--- config.mk ---
export PLATFORM = sky130hd
export DESIGN_NAME = rgb_arbiter_flat
export DESIGN_NICKNAME = d
export VERILOG_FILES = /design/src/rtl/rgb_arbiter_if.sv /design/src/rtl/rgb_arbiter.sv /design/src/flat_wrapper.sv
export SDC_FILE = /design/constraint.sdc
export NUM_CORES = 1
export LEC_CHECK = 0
export BUFFER_PORTS_ARGS = -buffer_cell sky130_fd_sc_hd__buf_2
export CAP_MARGIN = 10
export CORE_MARGIN = 3
export CORE_UTILIZATION = 45
export CTS_BUF_LIST = sky130_fd_sc_hd__clkbuf_8
export DETAILED_ROUTE_END_ITERATION = 16
export PLACE_DENSITY = 0.77
export SETUP_SLACK_MARGIN = 0.02
export SYNTH_ARGS = -nofsm -noshare
export SYNTH_HDL_FRONTEND = slang
export SYNTH_SLANG_ARGS = --single-unit
export TNS_END_PERCENT = 10
--- constraint.sdc ---
create_clock -name clk -period 1.48 [get_ports clk]
set_clock_uncertainty 0.05 [all_clocks]
set_input_delay 0.148 -clock clk [delete_from_list [all_inputs] [get_ports clk]]
set_output_delay 0.148 -clock clk [all_outputs]
set_load 0.03 [all_outputs]
--- src/rtl/rgb_arbiter_if.sv ---
// Requester, result and colour-ROM signals of the RGB arbiter, grouped as one bus.
// The arbiter takes the slave side; the environment (requesters and ROM) takes the master side.
interface rgb_arbiter_if;
  logic        req0;
  logic        req1;
  logic [2:0]  colour0;
  logic [2:0]  colour1;
  logic        gnt0;
  logic        gnt1;
  logic        valid0;
  logic        valid1;
  logic [23:0] rgb_out;
  logic        busy;
  logic        rom_en;
  logic [2:0]  rom_addr;
  logic [23:0] rom_data;

  modport slave (
    input  req0, req1, colour0, colour1, rom_data,
    output gnt0, gnt1, valid0, valid1, rgb_out, busy, rom_en, rom_addr
  );

  modport master (
    output req0, req1, colour0, colour1, rom_data,
    input  gnt0, gnt1, valid0, valid1, rgb_out, busy, rom_en, rom_addr
  );
endinterface

--- src/rtl/rgb_arbiter.sv ---
// Round-robin arbiter giving two requesters access to one colour ROM.
// Each transaction: grant + ROM read (ISSUE), wait READ_LATENCY cycles (WAIT), registered result.
module rgb_arbiter #(
  parameter int READ_LATENCY = 1
) (
  input logic          clk,
  input logic          rst,
  rgb_arbiter_if.slave bus
);

  typedef enum logic [1:0] {
    IDLE  = 2'd0,
    ISSUE = 2'd1,
    WAIT  = 2'd2
  } state_t;

  // Latency is 1 or 2, so a single-bit counter covers the wait.
  localparam logic LAST = (READ_LATENCY == 2);

  state_t      state;
  state_t      state_next;
  logic        cnt;
  logic        prio;
  logic        owner;
  logic        pick0;
  logic        pick1;

  logic        gnt0_q;
  logic        gnt1_q;
  logic        valid0_q;
  logic        valid1_q;
  logic        busy_q;
  logic        rom_en_q;
  logic [2:0]  rom_addr_q;
  logic [23:0] rgb_q;

  // A lone request wins regardless of priority; prio=1 means requester 1 is favoured.
  always_comb begin
    pick0 = bus.req0 && (!bus.req1 || !prio);
    pick1 = bus.req1 && !pick0;
  end

  // NOTE: clocked state uses non-blocking assignments so every register samples pre-edge values.
  always_ff @(posedge clk) begin
    if (rst) state <= IDLE;
    else     state <= state_next;
  end

  always_comb begin
    // NOTE: default first, so every path assigns state_next and no latch is inferred.
    state_next = state;
    case (state)
      IDLE:    if (bus.req0 || bus.req1) state_next = ISSUE;
      ISSUE:   state_next = WAIT;
      WAIT:    if (cnt == LAST) state_next = IDLE;
      default: state_next = IDLE;
    endcase
  end

  always_ff @(posedge clk) begin
    if (rst) begin
      gnt0_q     <= 1'b0;
      gnt1_q     <= 1'b0;
      valid0_q   <= 1'b0;
      valid1_q   <= 1'b0;
      busy_q     <= 1'b0;
      rom_en_q   <= 1'b0;
      rom_addr_q <= '0;
      rgb_q      <= '0;
      cnt        <= 1'b0;
      prio       <= 1'b0;
      owner      <= 1'b0;
    end else begin
      gnt0_q   <= 1'b0;
      gnt1_q   <= 1'b0;
      valid0_q <= 1'b0;
      valid1_q <= 1'b0;
      rom_en_q <= 1'b0;
      busy_q   <= (state_next != IDLE);
      case (state)
        IDLE: begin
          // rom_addr doubles as the latched colour index for the whole transaction.
          if (pick0) begin
            gnt0_q     <= 1'b1;
            rom_en_q   <= 1'b1;
            rom_addr_q <= bus.colour0;
            owner      <= 1'b0;
            prio       <= 1'b1;
          end else if (pick1) begin
            gnt1_q     <= 1'b1;
            rom_en_q   <= 1'b1;
            rom_addr_q <= bus.colour1;
            owner      <= 1'b1;
            prio       <= 1'b0;
          end
        end
        ISSUE: cnt <= 1'b0;
        WAIT: begin
          if (cnt == LAST) begin
            rgb_q    <= bus.rom_data;
            valid0_q <= !owner;
            valid1_q <= owner;
          end else begin
            cnt <= cnt + 1'b1;
          end
        end
        default: ;
      endcase
    end
  end

  assign bus.gnt0     = gnt0_q;
  assign bus.gnt1     = gnt1_q;
  assign bus.valid0   = valid0_q;
  assign bus.valid1   = valid1_q;
  assign bus.busy     = busy_q;
  assign bus.rom_en   = rom_en_q;
  assign bus.rom_addr = rom_addr_q;
  assign bus.rgb_out  = rgb_q;

endmodule
--- src/flat_wrapper.sv ---
// flat-port wrapper written by rule: the top's interface ports become plain ports
module rgb_arbiter_flat 
#(
  parameter int READ_LATENCY = 1
)
  (clk, rst, bus_req0, bus_req1, bus_colour0, bus_colour1, bus_rom_data, bus_gnt0, bus_gnt1, bus_valid0, bus_valid1, bus_rgb_out, bus_busy, bus_rom_en, bus_rom_addr);
  rgb_arbiter_if bus_i ();
  input logic clk;
  input logic rst;
  input wire logic [$bits(bus_i.req0)-1:0] bus_req0;
  input wire logic [$bits(bus_i.req1)-1:0] bus_req1;
  input wire logic [$bits(bus_i.colour0)-1:0] bus_colour0;
  input wire logic [$bits(bus_i.colour1)-1:0] bus_colour1;
  input wire logic [$bits(bus_i.rom_data)-1:0] bus_rom_data;
  output wire logic [$bits(bus_i.gnt0)-1:0] bus_gnt0;
  output wire logic [$bits(bus_i.gnt1)-1:0] bus_gnt1;
  output wire logic [$bits(bus_i.valid0)-1:0] bus_valid0;
  output wire logic [$bits(bus_i.valid1)-1:0] bus_valid1;
  output wire logic [$bits(bus_i.rgb_out)-1:0] bus_rgb_out;
  output wire logic [$bits(bus_i.busy)-1:0] bus_busy;
  output wire logic [$bits(bus_i.rom_en)-1:0] bus_rom_en;
  output wire logic [$bits(bus_i.rom_addr)-1:0] bus_rom_addr;
  assign bus_i.req0 = bus_req0;
  assign bus_i.req1 = bus_req1;
  assign bus_i.colour0 = bus_colour0;
  assign bus_i.colour1 = bus_colour1;
  assign bus_i.rom_data = bus_rom_data;
  assign bus_gnt0 = bus_i.gnt0;
  assign bus_gnt1 = bus_i.gnt1;
  assign bus_valid0 = bus_i.valid0;
  assign bus_valid1 = bus_i.valid1;
  assign bus_rgb_out = bus_i.rgb_out;
  assign bus_busy = bus_i.busy;
  assign bus_rom_en = bus_i.rom_en;
  assign bus_rom_addr = bus_i.rom_addr;
  rgb_arbiter #(.READ_LATENCY(READ_LATENCY)) u_core (.clk(clk), .rst(rst), .bus(bus_i));
endmodule
# Yosys cells after proc, flatten, opt, wreduce, memory -nomap -nowiden
# Index checks and enable logic that the tools add are counted.
dict set report word_totals {
  register_bits 38
  inputBits 34
  elab_cells 49
}
dict set report op_classes {
  add_sub_neg 1
  n_eq_ne 2
  muxes 14
  bitwise_logic 3
  reduce_logical 17
}
# op n
set ops {}
lappend ops {{1-bit two-way mux} 8}
lappend ops {{3-bit two-way mux} 2}
lappend ops {{2-bit one-hot mux with 3 select lines} 1}
lappend ops {{2-bit nonzero test} 3}
lappend ops {{3-bit OR reduction} 2}
lappend ops {{1-bit logical NOT} 4}
lappend ops {{2-bit two-way mux} 2}
lappend ops {{2-bit AND reduction} 2}
lappend ops {{1-bit inverter} 3}
lappend ops {{2-bit by 1-bit == test with 1-bit output (second input constant)} 1}
lappend ops {{2-bit == test (second input constant)} 1}
lappend ops {{1-bit logical AND} 2}
lappend ops {{2-bit logical NOT} 1}
lappend ops {{1-bit logical OR} 2}
lappend ops {{1-bit one-hot mux with 2 select lines} 1}
lappend ops {{2-bit OR reduction} 1}
lappend ops {{1-bit adder (second input constant)} 1}

# Logic depth before layout (Yosys ltp)
dict set report depth {
  depth_word 7
  ltp_mapped 5
  depth_no_buf 3
}

# Worst setup path before layout
# Ideal clock, no wire load.
dict set report synth_timing {
  path_kind {register to register}
  start {register u_core.state[1]}
  end {register u_core.rom_addr_q[0] (netlist: u_core.bus.rom_addr[0])}
  t_arrival_ns 0.910
  required_ns 1.297
  slack_ns 0.388
  stages_incl_launch_ff 4
  synth_period_minus_slack_ns 1.092
  path_cell_list {dfxtp_1 > or2_2 > o21ai_0 > a31oi_1}
}
dict set report synth_via {
  elab_chain_len 2
}
# item line
set synth_lines {}
lappend synth_lines {{start, declared} rgb_arbiter.sv:20} ;# state_t state;
lappend synth_lines {{start signal, assigned} rgb_arbiter.sv:46} ;# else state <= state_next;
lappend synth_lines {{2-bit logical NOT} rgb_arbiter.sv:80} ;# case (state)
lappend synth_lines {{2-bit AND reduction (no source line)} --}
lappend synth_lines {{end signal, assigned} rgb_arbiter.sv:86} ;# rom_addr_q <= bus.colour0;
lappend synth_lines {{end signal, assigned} rgb_arbiter.sv:92} ;# rom_addr_q <= bus.colour1;
lappend synth_lines {{end, declared} rgb_arbiter.sv:34} ;# logic [2:0] rom_addr_q;
# No other way between the ends.
# A chain may end at the register's enable or synchronous reset.

# Final worst setup path
dict set report layout_timing {
  start {register u_core.state[1]}
  end {register u_core.rom_addr_q[1] (netlist: u_core.bus.rom_addr[1])}
}
# Same word-level chain as after synthesis.

==> summary.txt <==
Run status
  • Status: complete, no violations

Clock tree
  • Root buf cell: clkbuf_8
  • H-Tree Level Count: 2
  • Clock tree sinks: 37
  • Clk slew on worst S/H paths: roughly 0.060 ns
  • Skew-Pair Late Insertion Delay: about 0.28 ns
  • CTS tree: built
  • Setup bufs post-CTS: 0
  • TritonCTS buffer count: 5
  • Clock Tree Buf Depth: 2
  • Post-CTS sizing: 0
  • Hold-fix buffers, CTS: 0

Synthesis
  • Synth top area share: between 50% and 60%
  • Number of enable flip-flop cells after synthesis: 0
  • Largest area contributor in the netlist: dfxtp_1
  • Main synth FF type: dfxtp_1
  • Top post-synthesis cells by area: dfxtp_1 (56%), nand2_1 (15%), a21oi_1 (9.9%)
  • Post-synthesis cell area: 1320 um2
  • Cell count after synthesis: ~150
  • Sequential fraction of the synthesis area: between 50% and 60%
  • Yosys warns: 0
  • Most frequent cell after synthesis: nand2_1
  • Number of synthesized register bits: 37
  • Asr flop ratio synth: 0%
  • Post-synth net total: around 190
  • Synth cell types: 19
  • Most frequent cells after synthesis: nand2_1 (51), dfxtp_1 (37), a21oi_1 (26)
  • Avg Inst Size Synth: 8.55 um2

Setup path
  • Startpoint Class: register
  • Internal reg-to-reg setup slack: around 0.30 ns
  • Worst EP arrival: 1.28 ns
  • CP top delay family: flip-flops
  • Worst setup EP type: register
  • Max incr delay on CP: 0.36 ns
  • CP max-delay cell: dfxtp_1
  • CP required: 1.59 ns
  • CP Max Fanout: 6
  • Crit path buf inv count: 0
  • Crit Path Category: register to register
  • Worst r2r dst: u_core.bus.rom_addr[1]
  • FF-to-FF Start: u_core.state[1]
  • R2R depth: 3
  • Crit-path cells: or2_2 -> o21ai_0 -> a31oi_1

Floorplanning
  • Die width: around 60 um
  • Rows: 18
  • Core footprint: between 2000 and 3000 um2
  • Initial Util: between 40% and 50%
  • Die height: between 60 and 70 um
  • I/O Pins: between 60 and 70
  • Die ar.: between 3000 and 4000 um2

Global route
  • First-pass GRT wire length: 4.84 mm
  • Total track usage: around 18%
  • Vias in the first global route: between 1k and 1.5k
  • Largest net degree at the start of global routing: 27
  • Antenna violations before repair: 0
  • GR Overflow Total: 0

Hold path
  • Hold endpoint: u_core.bus.rgb_out[16]
  • Worst Hold Class: input pin to register
  • Hold Path Depth: 3
  • Min-delay src: bus_rom_data[16]

Routing
  • TritonRoute pass-1 iters: 4
  • Vias: between 1k and 1.5k
  • Wirelength per Cell: around 12 um
  • Residual DRC: 0
  • Initial detailed-routing violation count: 40
  • Routed wire length: around 3 mm
  • Detail Route Antenna Nets: 0
  • Via/cell ratio: around 5

Cells and area
  • Area of the multi-input gates: ~500 um2
  • # diodes: 0
  • Share of layout cells above drive strength 1: 36.5%
  • Non-Filler Instances: approximately 250
  • Reg area: ~740 um2
  • NumNets Final: 255
  • # fillers: 246
  • Area grow syn2layout: 32.2%

STA
  • Max-Slew Margin vs Limit: 73.8%
  • Slew @ Worst Pin: a little under 0.4 ns
  • Period utilisation layout: approximately 80%
  • Fmax: ~0.85 GHz
  • Final worst slack: between 0.3 and 0.4 ns
  • Min cycle time layout: 1.18 ns
  • Post-Route Setup TNS: 0 ns
  • Max-slew violations: 0
  • RSZ-0062 raised after global routing: false
  • Fin. Hold Viols: 0
  • Final setup violation count: 0

Pwr
  • Worst VDD drop: just over 0.0009 V
  • PD cells: 1150 nW/um2
  • Lkg Pwr: ~0.8 nW
  • Design Power: 2.01 mW

Placement
  • Post-DP HPWL: around 2.3 mm
  • Dpl cells: between 200 and 250
  • GP Congestion: between 0.7 and 0.8
  • Place WS: slightly above 0.3 ns
  • Port Buf Inserts: 66

Job
  • Max Cap Viol: 0
layout make-up:
cell class / count / area share, %
Sequential cell: 37 / 42.6
Clock buffer: 5 / 3.95
Tap cell: 30 / 2.16
Multi-Input combinational cell: 107 / 29.3
Clock inverter: 3 / 0.647
Timing Repair Buffer: 70 / 21.4
tightest hold or removal path, stage by stage:
cell,delay (ns)
buf_2,0.10
nand2_1,0.04
a21oi_1,0.05
power by group:
group / switching, mW / leakage, nW / internal (mW)
Clock: 0.311 / 0.0519 / 0.313
Sequential: 0.0279 / 0.302 / 1.05
Combinational: 0.194 / 0.458 / 0.114
Total: 0.534 / 0.811 / 1.47
cells in the final DEF, fill, tap and decap left out:
master,count
nor2b_2,1
clkbuf_8,5
buf_12,1
nor3_1,2
or2_2,2
nor3b_1,2
dfxtp_1,37
a21oi_1,26
o21ai_0,3
nor3_2,1
a31oi_1,3
inv_1,3
buf_4,3
buf_2,66
nor2_1,3
nand2_1,51
nor3b_2,2
nand2b_1,5
nand3_1,6
how the worst max path moves through the flow:
stage | startpoint | end | cells after the start
CTS | u_core.state[1] | u_core.bus.rgb_out[20] | 4
detailed placement | u_core.state[1] | u_core.bus.rom_addr[1] | 3
finish | u_core.state[1] | u_core.bus.rom_addr[1] | 3
global placement | u_core.state[1] | u_core.bus.rom_addr[0] | 3
floorplan | u_core.state[1] | u_core.bus.rom_addr[0] | 3
global route | u_core.state[1] | u_core.bus.rgb_out[16] | 4
cell families (layout without fill, tap and decap cells):
family / after synthesis / in the layout / synth area share, %
AO/OA/AOI/OAI: 32 / 32 / 12.5
buffers and inverters: 10 / 78 / 5.23
flip-flops: 37 / 37 / 56.3
AND/OR/NAND/NOR: 75 / 75 / 26.0
sequential cells by signal, summed over array words and instances (netlist names):
name,count
u_core.bus.valid0,1
u_core.state,2
u_core.bus.rom_addr,3
u_core.owner,1
u_core.bus.gnt0,1
u_core.prio,1
u_core.bus.rom_en,1
u_core.bus.rgb_out,24
u_core.bus.valid1,1
u_core.bus.gnt1,1
u_core.bus.busy,1
through the flow:
stage               util, %  area [um2]  hold WS (ns)
floorplan                 -        1320         0.234
global route           66.0        1740        0.0450
finish                 66.0        1740        0.0487
CTS                    66.0        1740        0.0404
detailed placement     63.0        1660         0.345
global placement       63.0        1660         0.338
routing by layer:
metal  part of all wire (%)  GRT usage [%]  vias up
li1                       -              -      636
met1                     40           19.8      548
met2                     50           30.6       53
met3                    8.3           7.13        4
met4                    1.1           7.28        0
met5                      0              0        -
Note: power is estimated with default switching activity, not from simulation.
